## src/rtl/multicycle_cu_pkg.sv

```systemverilog
// rtl/multicycle_cu_pkg.sv - shared states, opcodes and datapath field encodings for the multi-cycle control unit
package multicycle_cu_pkg;

    typedef enum logic [2:0] {
        S_FETCH  = 3'd0,
        S_DECODE = 3'd1,
        S_EXEC   = 3'd2,
        S_MEM    = 3'd3,
        S_WB     = 3'd4,
        S_TRAP   = 3'd5
    } state_t;

    typedef enum logic [2:0] {
        CLS_ILLEGAL = 3'd0,
        CLS_ALU     = 3'd1,
        CLS_LOAD    = 3'd2,
        CLS_STORE   = 3'd3,
        CLS_BRANCH  = 3'd4,
        CLS_MULDIV  = 3'd5
    } cls_t;

    localparam logic [6:0] OP_R      = 7'b0110011;
    localparam logic [6:0] OP_I      = 7'b0010011;
    localparam logic [6:0] OP_LOAD   = 7'b0000011;
    localparam logic [6:0] OP_STORE  = 7'b0100011;
    localparam logic [6:0] OP_BRANCH = 7'b1100011;
    localparam logic [6:0] OP_JAL    = 7'b1101111;
    localparam logic [6:0] OP_JALR   = 7'b1100111;
    localparam logic [6:0] OP_LUI    = 7'b0110111;
    localparam logic [6:0] OP_AUIPC  = 7'b0010111;

    localparam logic [2:0] IMM_I = 3'b000;
    localparam logic [2:0] IMM_S = 3'b001;
    localparam logic [2:0] IMM_U = 3'b010;
    localparam logic [2:0] IMM_B = 3'b101;
    localparam logic [2:0] IMM_J = 3'b110;

    localparam logic [1:0] A_RS1  = 2'b00;
    localparam logic [1:0] A_PC   = 2'b01;
    localparam logic [1:0] A_ZERO = 2'b10;

    localparam logic [1:0] RD_ALU = 2'b00;
    localparam logic [1:0] RD_MEM = 2'b01;
    localparam logic [1:0] RD_PC4 = 2'b10;

    localparam logic [4:0] BR_NONE = 5'b00000;
    localparam logic [4:0] BR_JUMP = 5'b10000;

    function automatic logic [4:0] br_cond(input logic [2:0] funct3);
        return {2'b01, funct3};
    endfunction

endpackage

```

## src/rtl/cu_decoder.sv

```systemverilog
// rtl/cu_decoder.sv - combinational instruction decode to datapath fields and class; RV32M_EN enables mul/div
module cu_decoder
    import multicycle_cu_pkg::*;
(
    input  logic [31:0] instr,
    output logic [2:0]  imm_src,
    output logic [1:0]  alu_a_src,
    output logic        alu_b_src,
    output logic [2:0]  dm_ctrl,
    output logic [4:0]  br_op,
    output logic [1:0]  ru_data_src,
    output logic [4:0]  alu_op,
    output logic        legal,
    output cls_t        cls
);

    logic [6:0] opcode;
    logic [2:0] funct3;
    logic [6:0] funct7;
    logic       unused_fields;

    assign opcode = instr[6:0];
    assign funct3 = instr[14:12];
    assign funct7 = instr[31:25];
    assign unused_fields = ^{instr[24:15], instr[11:7]};

    // Field decode; illegal encodings leave every field at zero.
    always_comb begin
        imm_src     = IMM_I;
        alu_a_src   = A_RS1;
        alu_b_src   = 1'b0;
        dm_ctrl     = 3'b000;
        br_op       = BR_NONE;
        ru_data_src = RD_ALU;
        alu_op      = 5'b00000;
        cls         = CLS_ILLEGAL;
        case (opcode)
            OP_R: begin
                if (funct7 == 7'b0000000 || funct7 == 7'b0100000) begin
                    cls    = CLS_ALU;
                    alu_op = {1'b0, funct7[5], funct3};
                end
`ifdef RV32M_EN
                else if (funct7 == 7'b0000001) begin
                    cls    = CLS_MULDIV;
                    alu_op = {1'b1, 1'b0, funct3};
                end
`endif
            end
            OP_I: begin
                cls       = CLS_ALU;
                alu_b_src = 1'b1;
                // funct7[5] only selects arithmetic shift; for other ops it is immediate data
                alu_op    = {1'b0, (funct3 == 3'b101) ? funct7[5] : 1'b0, funct3};
            end
            OP_LOAD: begin
                cls         = CLS_LOAD;
                alu_b_src   = 1'b1;
                dm_ctrl     = funct3;
                ru_data_src = RD_MEM;
            end
            OP_STORE: begin
                cls       = CLS_STORE;
                imm_src   = IMM_S;
                alu_b_src = 1'b1;
                dm_ctrl   = funct3;
            end
            OP_BRANCH: begin
                cls       = CLS_BRANCH;
                imm_src   = IMM_B;
                alu_a_src = A_PC;
                alu_b_src = 1'b1;
                br_op     = br_cond(funct3);
            end
            OP_JAL: begin
                cls         = CLS_ALU;
                imm_src     = IMM_J;
                alu_a_src   = A_PC;
                alu_b_src   = 1'b1;
                br_op       = BR_JUMP;
                ru_data_src = RD_PC4;
            end
            OP_JALR: begin
                cls         = CLS_ALU;
                alu_b_src   = 1'b1;
                br_op       = BR_JUMP;
                ru_data_src = RD_PC4;
            end
            OP_LUI: begin
                cls       = CLS_ALU;
                imm_src   = IMM_U;
                alu_a_src = A_ZERO;
                alu_b_src = 1'b1;
            end
            OP_AUIPC: begin
                cls       = CLS_ALU;
                imm_src   = IMM_U;
                alu_a_src = A_PC;
                alu_b_src = 1'b1;
            end
            default: ;
        endcase
        legal = (cls != CLS_ILLEGAL);
    end

endmodule

```

## src/rtl/multicycle_control_unit.sv

```systemverilog
// rtl/multicycle_control_unit.sv - multi-cycle RV32I control FSM with memory timeout and sticky traps; RV32M_EN adds multi-cycle ALU wait
module multicycle_control_unit
    import multicycle_cu_pkg::*;
#(
    parameter int MEM_TIMEOUT = 16
)
(
    input  logic        clk,
    input  logic        rst,
    input  logic [31:0] instr,
    input  logic        mem_ready,
    input  logic        alu_done,
    output logic        imem_req,
    output logic        dmem_req,
    output logic        ir_write,
    output logic        pc_write,
    output logic        ru_write,
    output logic [4:0]  alu_op,
    output logic [2:0]  imm_src,
    output logic [1:0]  alu_a_src,
    output logic        alu_b_src,
    output logic        dm_write,
    output logic [2:0]  dm_ctrl,
    output logic [4:0]  br_op,
    output logic [1:0]  ru_data_src,
    output logic        illegal,
    output logic        mem_err,
    output logic [2:0]  state
);

    localparam int CNT_W = (MEM_TIMEOUT > 1) ? $clog2(MEM_TIMEOUT) : 1;
    localparam logic [CNT_W-1:0] TMO_LAST = CNT_W'(MEM_TIMEOUT - 1);

    state_t           state_q, state_d;
    logic [CNT_W-1:0] tmo_cnt;
    logic             illegal_q, mem_err_q;
    logic             set_illegal, set_mem_err;
    logic             tmo_hit, dp_en, is_store;

    logic [2:0] dec_imm_src, dec_dm_ctrl;
    logic [1:0] dec_alu_a_src, dec_ru_data_src;
    logic       dec_alu_b_src, dec_legal;
    logic [4:0] dec_br_op, dec_alu_op;
    cls_t       dec_cls;

`ifndef RV32M_EN
    logic unused_alu_done;
    assign unused_alu_done = alu_done;
`endif

    cu_decoder u_decoder (
        .instr       (instr),
        .imm_src     (dec_imm_src),
        .alu_a_src   (dec_alu_a_src),
        .alu_b_src   (dec_alu_b_src),
        .dm_ctrl     (dec_dm_ctrl),
        .br_op       (dec_br_op),
        .ru_data_src (dec_ru_data_src),
        .alu_op      (dec_alu_op),
        .legal       (dec_legal),
        .cls         (dec_cls)
    );

    assign is_store = (dec_cls == CLS_STORE);
    assign tmo_hit  = (MEM_TIMEOUT != 0) && (tmo_cnt == TMO_LAST) && !mem_ready;

    // Datapath fields are only meaningful once the instruction register holds the instruction.
    assign dp_en = !rst && (state_q == S_DECODE || state_q == S_EXEC ||
                            state_q == S_MEM    || state_q == S_WB);

    assign imm_src     = dp_en ? dec_imm_src     : 3'b000;
    assign alu_a_src   = dp_en ? dec_alu_a_src   : 2'b00;
    assign alu_b_src   = dp_en ? dec_alu_b_src   : 1'b0;
    assign dm_ctrl     = dp_en ? dec_dm_ctrl     : 3'b000;
    assign br_op       = dp_en ? dec_br_op       : 5'b00000;
    assign ru_data_src = dp_en ? dec_ru_data_src : 2'b00;
    assign alu_op      = dp_en ? dec_alu_op      : 5'b00000;
    assign illegal     = illegal_q & !rst;
    assign mem_err     = mem_err_q & !rst;
    assign state       = rst ? 3'd0 : state_q;

    // Next-state and per-state enables; reset masks every enable in the same cycle.
    always_comb begin
        state_d     = state_q;
        imem_req    = 1'b0;
        dmem_req    = 1'b0;
        ir_write    = 1'b0;
        pc_write    = 1'b0;
        ru_write    = 1'b0;
        dm_write    = 1'b0;
        set_illegal = 1'b0;
        set_mem_err = 1'b0;
        case (state_q)
            S_FETCH: begin
                imem_req = 1'b1;
                if (mem_ready) begin
                    ir_write = 1'b1;
                    state_d  = S_DECODE;
                end else if (tmo_hit) begin
                    set_mem_err = 1'b1;
                    state_d     = S_TRAP;
                end
            end
            S_DECODE: begin
                if (dec_legal) begin
                    state_d = S_EXEC;
                end else begin
                    set_illegal = 1'b1;
                    state_d     = S_TRAP;
                end
            end
            S_EXEC: begin
                case (dec_cls)
                    CLS_LOAD, CLS_STORE: state_d = S_MEM;
                    CLS_BRANCH: begin
                        pc_write = 1'b1;
                        state_d  = S_FETCH;
                    end
`ifdef RV32M_EN
                    CLS_MULDIV: if (alu_done) state_d = S_WB;
`endif
                    default: state_d = S_WB;
                endcase
            end
            S_MEM: begin
                dmem_req = 1'b1;
                dm_write = is_store;
                if (mem_ready) begin
                    pc_write = is_store;
                    state_d  = is_store ? S_FETCH : S_WB;
                end else if (tmo_hit) begin
                    set_mem_err = 1'b1;
                    state_d     = S_TRAP;
                end
            end
            S_WB: begin
                ru_write = 1'b1;
                pc_write = 1'b1;
                state_d  = S_FETCH;
            end
            S_TRAP: state_d = S_TRAP;
            default: state_d = S_FETCH;
        endcase
        if (rst) begin
            imem_req = 1'b0;
            dmem_req = 1'b0;
            ir_write = 1'b0;
            pc_write = 1'b0;
            ru_write = 1'b0;
            dm_write = 1'b0;
        end
    end

    // State register and sticky trap flags.
    always_ff @(posedge clk) begin
        if (rst) begin
            state_q   <= S_FETCH;
            illegal_q <= 1'b0;
            mem_err_q <= 1'b0;
        end else begin
            state_q <= state_d;
            if (set_illegal) illegal_q <= 1'b1;
            if (set_mem_err) mem_err_q <= 1'b1;
        end
    end

    // Memory wait counter, restarted whenever a new request phase begins.
    always_ff @(posedge clk) begin
        if (rst) begin
            tmo_cnt <= '0;
        end else if (state_d != state_q && (state_d == S_FETCH || state_d == S_MEM)) begin
            tmo_cnt <= '0;
        end else if ((imem_req || dmem_req) && !mem_ready) begin
            tmo_cnt <= tmo_cnt + 1'b1;
        end
    end

endmodule
```

## config.mk

```make
export PLATFORM = sky130hd
export DESIGN_NAME = multicycle_control_unit
export DESIGN_NICKNAME = d
export VERILOG_FILES = /design/src/rtl/multicycle_cu_pkg.sv /design/src/rtl/cu_decoder.sv /design/src/rtl/multicycle_control_unit.sv
export SDC_FILE = /design/constraint.sdc
export NUM_CORES = 1
export LEC_CHECK = 0
export ABC_CLOCK_PERIOD_IN_PS = 6200
export CORE_MARGIN = 3
export CORE_UTILIZATION = 38
export CTS_CLUSTER_DIAMETER = 40
export DETAILED_ROUTE_END_ITERATION = 10
export PLACE_DENSITY_LB_ADDON = 0.08
export REMOVE_ABC_BUFFERS = 1
export SYNTH_ARGS = -nofsm -noshare
export SYNTH_HDL_FRONTEND = slang
export SYNTH_SLANG_ARGS = --single-unit
```

## constraint.sdc

```tcl
create_clock -name clk -period 6.2 [get_ports clk]
set_input_delay 1.55 -clock clk [delete_from_list [all_inputs] [get_ports clk]]
set_output_delay 1.55 -clock clk [all_outputs]
set_load 0.01 [all_outputs]
```

==> impl_metrics.yaml, run 1 <==
global_route:
  grt_use_total: 0.170
  antenna_found_initial: 0
  gr-total-overflow: 0
  grt_pass1_vias: 1008
  grt_pass1_wl_mm: 4.60
  grt_max_degree: 17
timing:
  slew_headroom: 0.659
  period_share: 0.850
  rsz0062_at_grt: "false"
  hold_violations: 0
  tns_ps: 0
  post-route-min-period_ps: 5270
  fmax_mhz: 190
  worst_pin_slew_ps: 505
  setup_violations: 0
  clock-skew-final_ps: 0.209
  maxSlewViolCount: 0
  fin_hold_ws_ps: 547
critical_path:
  critPathLaunch: "instr[26]"
  reg2reg_from: "state_q[0]"
  crit_required_ps: 4650
  cp_max_fo: 3
  cpPeakStageDelay_ps: 530
  cp_num_buf_inv: 2
  startpoint_type: "input port"
  cp.arrival_ps: 3720
  cp_cell_sequence: "clkdlybuf4s50_1, nor4_1, nand2_1, a2111oi_2, and2_1, clkdlybuf4s50_1"
  worst-setup-path-type: "input port to output port"
  end_kind: "output port"
  crit_path_frequent_cell: "clkdlybuf4s50_1"
  slowest_stage: "clkdlybuf4s50_1"
  cp_top_family: "buffers and inverters"
finish:
  nets: 211
  drive_gt1_frac: 0.0751
  syn2layout_area_growth_pct: 50.2
  fin_area_mm2: 0.00152
  fin_cells: 203
  antennaDiodeCount: 0
synth:
  synth_cell_types: 53
  synthCells: 128
  yosys.area_share.simple: 0.483
  synth_xor_area_frac: 0.0434
  synth_area_mm2: 0.00101
  synth.top_cells.by_area: "dfxtp_1 (18%), and2_1 (7.4%), nor2b_1 (5.0%), nor3_1 (3.5%), xnor2_1 (3.5%)"
  synth_edf_count: 0
  synth_compound_area_frac: 0.189
  avgSynthCellArea_um2: 7.88
  ys.flop_type: "dfxtp_1"
  yosys.area_share.adder: 0.0124
  synth_seq_cells: 9
  synth_top_family_by_area: "simple AND/OR/NAND/NOR gates"
  synthMuxAreaShare: 0.0298
  synth-seq-area-share: 0.179
  synth_area_leader_cell: "dfxtp_1"
  synth_top_area_share: 0.179
  ys_warn_count: 0
  synthArstFlopShare: 0
detailed_routing:
  viasPerCell: 5.33
  first_pass_iters: 4
  via_count: 1083
  drtIter0Drc: 15
  ant_nets: 0
  drc_errors: 0
  routed_wl_mm: 2.75
  wl_per_cell_um: 13.6
power:
  power_density_mw_per_mm2: 129
  leakage_nw: 0.542
  switching_share: 0.336
  switchingPower_uw: 65.7
  seqPwrFrac: 0.373
  pwr-share-comb: 0.408
  internal_power_uw: 130
  vdd_drop_max_mv: 0.173
  power.share.clock: 0.219
clock_tree:
  postCtsSetupBuffers: 0
  cts.sinks: 9
  cts_tree: "done"
  clock_insertion_delay_worst_skew_ps: 250
  cts-buffers-inserted: 3
  post_cts_resized: 0
  clockRootBuffer: "clkbuf_4"
  clk_path_buf_depth: 2
  clkTransAtPathRegs_ps: 60
  ctsHtreeMaxLevel: 1
  cts_hold_buf: 0
min_path:
  min_from: "tmo_cnt[1]"
  hold_class: "register to register"
flow_run:
  drv_cap: 0
floorplanning:
  rows: 18
  die_w_um: 57.5
  dieArea_mm2: 0.00331
  die_h_um: 57.5
  initial_core_util: 0.403
  pin_count: 68
  core_mm2: 0.00250
place:
  dpl_cell_area_mm2: 0.00149
  place.gp.congestion: 0.797
  port_buffers: 50
  hpwl_mm: 2.19
  dp.cells: 199
run_status:
  status: "finished, final reports clean"
## final cells by class
type | count | area, um2
sequential | 9 | 180
inverter | 1 | 3.75
fill | 251 | 985
multi-input combinational | 109 | 767
timing repair buffer | 50 | 500
clock buffer | 4 | 26.3
tap | 30 | 37.5
## flip-flops by register name, summed over array words and instances, names as in the netlist
| register | flops |
|---|---|
| tmo_cnt | 4 |
| state_q | 3 |
| illegal_q | 1 |
| mem_err_q | 1 |
## synth_stat cells, drive strengths merged (2+ instances only)
library cell / n
nor2b: 8
o211ai: 2
nand2b: 4
nor2: 6
a21oi: 6
or3: 3
mux2i: 3
and3: 5
nand3: 4
nand2: 7
o21ai: 4
or2: 2
or3b: 2
buf: 8
dfxtp: 9
and4b: 2
nor4: 2
nor3: 7
nor3b: 2
nor4bb: 2
xnor2: 4
and3b: 2
and2: 12
## stage by stage
| step | total power [mW] | util | setup WS, ps |
|---|---|---|---|
| after floorplan | 0.115 | - | 2030 |
| after global placement | 0.152 | 0.596 | 995 |
| after detailed placement | 0.154 | 0.596 | 934 |
| after CTS | 0.199 | 0.606 | 928 |
| after global routing | 0.212 | 0.606 | 770 |
| final | 0.196 | 0.606 | 932 |
## layout by cell type (no fill, tap or decap), types with 2 or more instances in the layout
cell type,count
nand3_1,3
nor2_1,6
nand2_1,7
nor4bb_1,2
and4b_1,2
o21ai_0,4
and3b_1,2
a21oi_1,6
xnor2_1,4
nor2b_1,8
nand2b_1,4
clkbuf_4,3
nor3_1,7
mux2i_1,3
dfxtp_1,9
and3_1,5
and2_1,12
nor4_1,2
clkdlybuf4s50_1,50
or3_1,2
## power by group through the flow
stage | clock (mW) | combinational, mW | sequential, mW
6_report | 0.0428 | 0.0799 | 0.0729
5_1_grt | 0.0485 | 0.0885 | 0.0751
4_1_cts | 0.0456 | 0.0802 | 0.0730
3_5_place_dp | 0 | 0.0799 | 0.0742
3_3_place_gp | 0 | 0.0781 | 0.0738
2_1_floorplan | 0 | 0.0437 | 0.0713
## path summary, 6_finish.rpt
path                                    to  slack [ps]  cells after the start
worst min-delay path            tmo_cnt[1]         550                      2
worst max-delay path             alu_op[0]         930                      6
worst max register to register  tmo_cnt[2]        4590                      4
worst min register to register  tmo_cnt[1]         550                      2
## logic make-up after synthesis
logic type	count (synthesis)
AND/OR/NAND/NOR	74
AO/OA/AOI/OAI	25
buffers and inverters	10
flip-flops	9
XOR/XNOR	5
multiplexers	3
adder cells (fa/ha/maj)	1
other	1
## worst min-delay path: cells and delay by family (launching register included)
family | cells | cell delay, ps
flip-flops | 1 | 320
multiplexers | 1 | 120
AO/OA/AOI/OAI | 1 | 50
## layer usage
layer	up-vias	global-route usage	wire length (um)
met5	-	0	0
met2	38	0.294	1310
li1	557	-	-
met3	0	0.0452	232
met4	0	0	0
met1	488	0.225	1210
Note: power is estimated with default switching activity, not from simulation.
==> inputs of run 2 (changes only) <==
--- a/config.mk
+++ b/config.mk
@@ -5,9 +5,9 @@
 export SDC_FILE = /design/constraint.sdc
 export NUM_CORES = 1
 export LEC_CHECK = 0
-export ABC_CLOCK_PERIOD_IN_PS = 6200
+export ABC_CLOCK_PERIOD_IN_PS = 4400
 export CORE_MARGIN = 3
-export CORE_UTILIZATION = 38
+export CORE_UTILIZATION = 32
 export CTS_CLUSTER_DIAMETER = 40
 export DETAILED_ROUTE_END_ITERATION = 10
 export PLACE_DENSITY_LB_ADDON = 0.08
==> constraint.sdc (replaced) <==
create_clock -name clk -period 4.4 [get_ports clk]
set_input_delay 1.1 -clock clk [delete_from_list [all_inputs] [get_ports clk]]
set_output_delay 1.1 -clock clk [all_outputs]
set_load 0.01 [all_outputs]
==> run 2 against run 1 <==
Net effect: critical path type unchanged; critical path depth up 1; combinational power grew 49%; clock power rose by 54%; power grew 47%; cell count up 9.9%; highest routed layer is now met4; utilization down 5.1 points; count of clock-buffer cells in the layout stayed put.
==> impl_metrics.yaml, run 2 (same netlist as run 1, synthesis figures left out) <==
finish:
  multi_input_area_um2: 773
  max_flop_register: "tmo_cnt"
  final_common_cell: "clkdlybuf4s50_1"
  layout_common_cells: "clkdlybuf4s50_1 (50), and2_1 (12), dfxtp_1 (9)"
  seq_area_um2: 180
  fin_area_mm2: 0.00160
  fin_util: 0.555
  nets: 219
  drive_gt1_frac: 0.122
  antennaDiodeCount: 0
  fillCellCount: 283
  largest_registers: "tmo_cnt x4, state_q x3"
  largest_reg_flops: 4
  syn2layout_area_growth_pct: 58.3
clock_tree:
  cts_tree: "done"
  ctsHtreeMaxLevel: 1
  cts.sinks: 9
  clk_path_buf_depth: 2
  clock_insertion_delay_worst_skew_ps: 260
  postCtsSetupBuffers: 0
  cts-buffers-inserted: 3
  cts_hold_buf: 0
  clockRootBuffer: "clkbuf_4"
  clkTransAtPathRegs_ps: 60
detailed_routing:
  ant_nets: 0
  viasPerCell: 5.08
  wl_per_cell_um: 13.5
  first_pass_iters: 4
  routed_wl_mm: 3.01
  via_count: 1133
  drtIter0Drc: 28
  drc_errors: 0
critical_path:
  crit_path_frequent_cell: "clkdlybuf4s50_1"
  slowest_stage: "clkdlybuf4s50_1"
  startpoint_type: "input port"
  cp_cell_sequence: "clkdlybuf4s50_1, buf_4, or3b_2, o2bb2ai_1, a22oi_1, nor3_1, clkdlybuf4s50_1"
  cp_top_family: "buffers and inverters"
  worst-setup-path-type: "input port to output port"
  critPathLaunch: "instr[3]"
  cp_num_buf_inv: 3
  end_kind: "output port"
  crit_required_ps: 3300
  reg2reg_from: "tmo_cnt[0]"
  cp.arrival_ps: 3110
  cp_max_fo: 7
  cpPeakStageDelay_ps: 560
global_route:
  grt_max_degree: 17
  use_met1: 0.199
  grt_pass1_wl_mm: 5.24
  busiest_layer: "met2"
  met3_usage: 0.0505
  grt_use_met2: 0.273
  grt_use_total: 0.161
  gr-total-overflow: 0
  grt_pass1_vias: 1179
  antenna_found_initial: 0
place:
  hpwl_mm: 2.41
  dpl_cell_area_mm2: 0.00156
  place.gp.congestion: 0.768
  port_buffers: 50
floorplanning:
  pin_count: 68
  rows: 19
  initial_core_util: 0.351
  dieArea_mm2: 0.00386
  die_w_um: 62.1
  die_h_um: 62.1
  core_mm2: 0.00288
timing:
  worst_pin_slew_ps: 510
  rsz0062_at_grt: "false"
  maxSlewViolCount: 0
  hold_violations: 0
  slew_headroom: 0.657
  setup_violations: 0
  clock-skew-final_ps: 4.74
  tns_ps: 0
  post-route-min-period_ps: 4210
  period_share: 0.958
  fmax_mhz: 237
power:
  power_density_mw_per_mm2: 180
  finalPower_uw: 287
  vdd_drop_max_mv: 0.139
  leakage_nw: 0.581
min_path:
  hold_class: "register to register"
  min_from: "tmo_cnt[1]"
flow_run:
  drv_cap: 0
run_status:
  status: "finished, final reports clean"
[run 2: cell types whose count changed in the layout (fill, tap and decap cells not counted)]
cell / before / now
nor4_1: 2 / 1
nor4_2: 0 / 1
buf_4: 0 / 8
[run 2: area by class of cell]
class,instances,area share
Timing Repair Buffer,58,0.351
Inverter,1,0.00235
Multi-Input combinational cell,109,0.484
Clock buffer,4,0.0165
Tap cell,42,0.0329
Sequential cell,9,0.113
[run 2: worst min-delay path: cells and delay by family (launching register included)]
kind               cells  cell delay, ps
DFF                    1             330
muxes                  1             130
AOI/OAI and AO/OA      1              50
[run 2: repair_timing]
item	in CTS	in global routing
gates resized for setup	0	1
endpoints found under the hold margin	0	0
endpoints found under the setup margin	0	2
[run 2: where the power goes]
group / total, mW / internal [mW] / switching, mW
registers: 0.102 / 0.0893 / 0.0131
clock network: 0.0658 / 0.0350 / 0.0307
logic: 0.119 / 0.0635 / 0.0555
total: 0.287 / 0.188 / 0.0993
[run 2: metal layers]
metal,vias to the layer above,share of wire
li1,581,-
met1,515,0.47
met2,33,0.46
met3,4,0.059
met4,0,0.0076
met5,-,0
[run 2: final timing paths]
path	to	slack, ps	cells past startpoint
setup reg to reg	state_q[0]	2820	5
hold / removal	tmo_cnt[1]	550	2
setup / recovery	alu_a_src[0]	190	7
hold reg to reg	tmo_cnt[1]	550	2
[run 2: per-stage QoR]
| step | hold slack (ps) | std cells | setup WS (ps) |
|---|---|---|---|
| floorplan | 511 | 119 | 1130 |
| CTS | 556 | 223 | 135 |
| detailed placement | 547 | 219 | 142 |
| finish | 555 | 223 | 186 |
| global placement | 530 | 219 | 166 |
| global route | 589 | 223 | 61.3 |
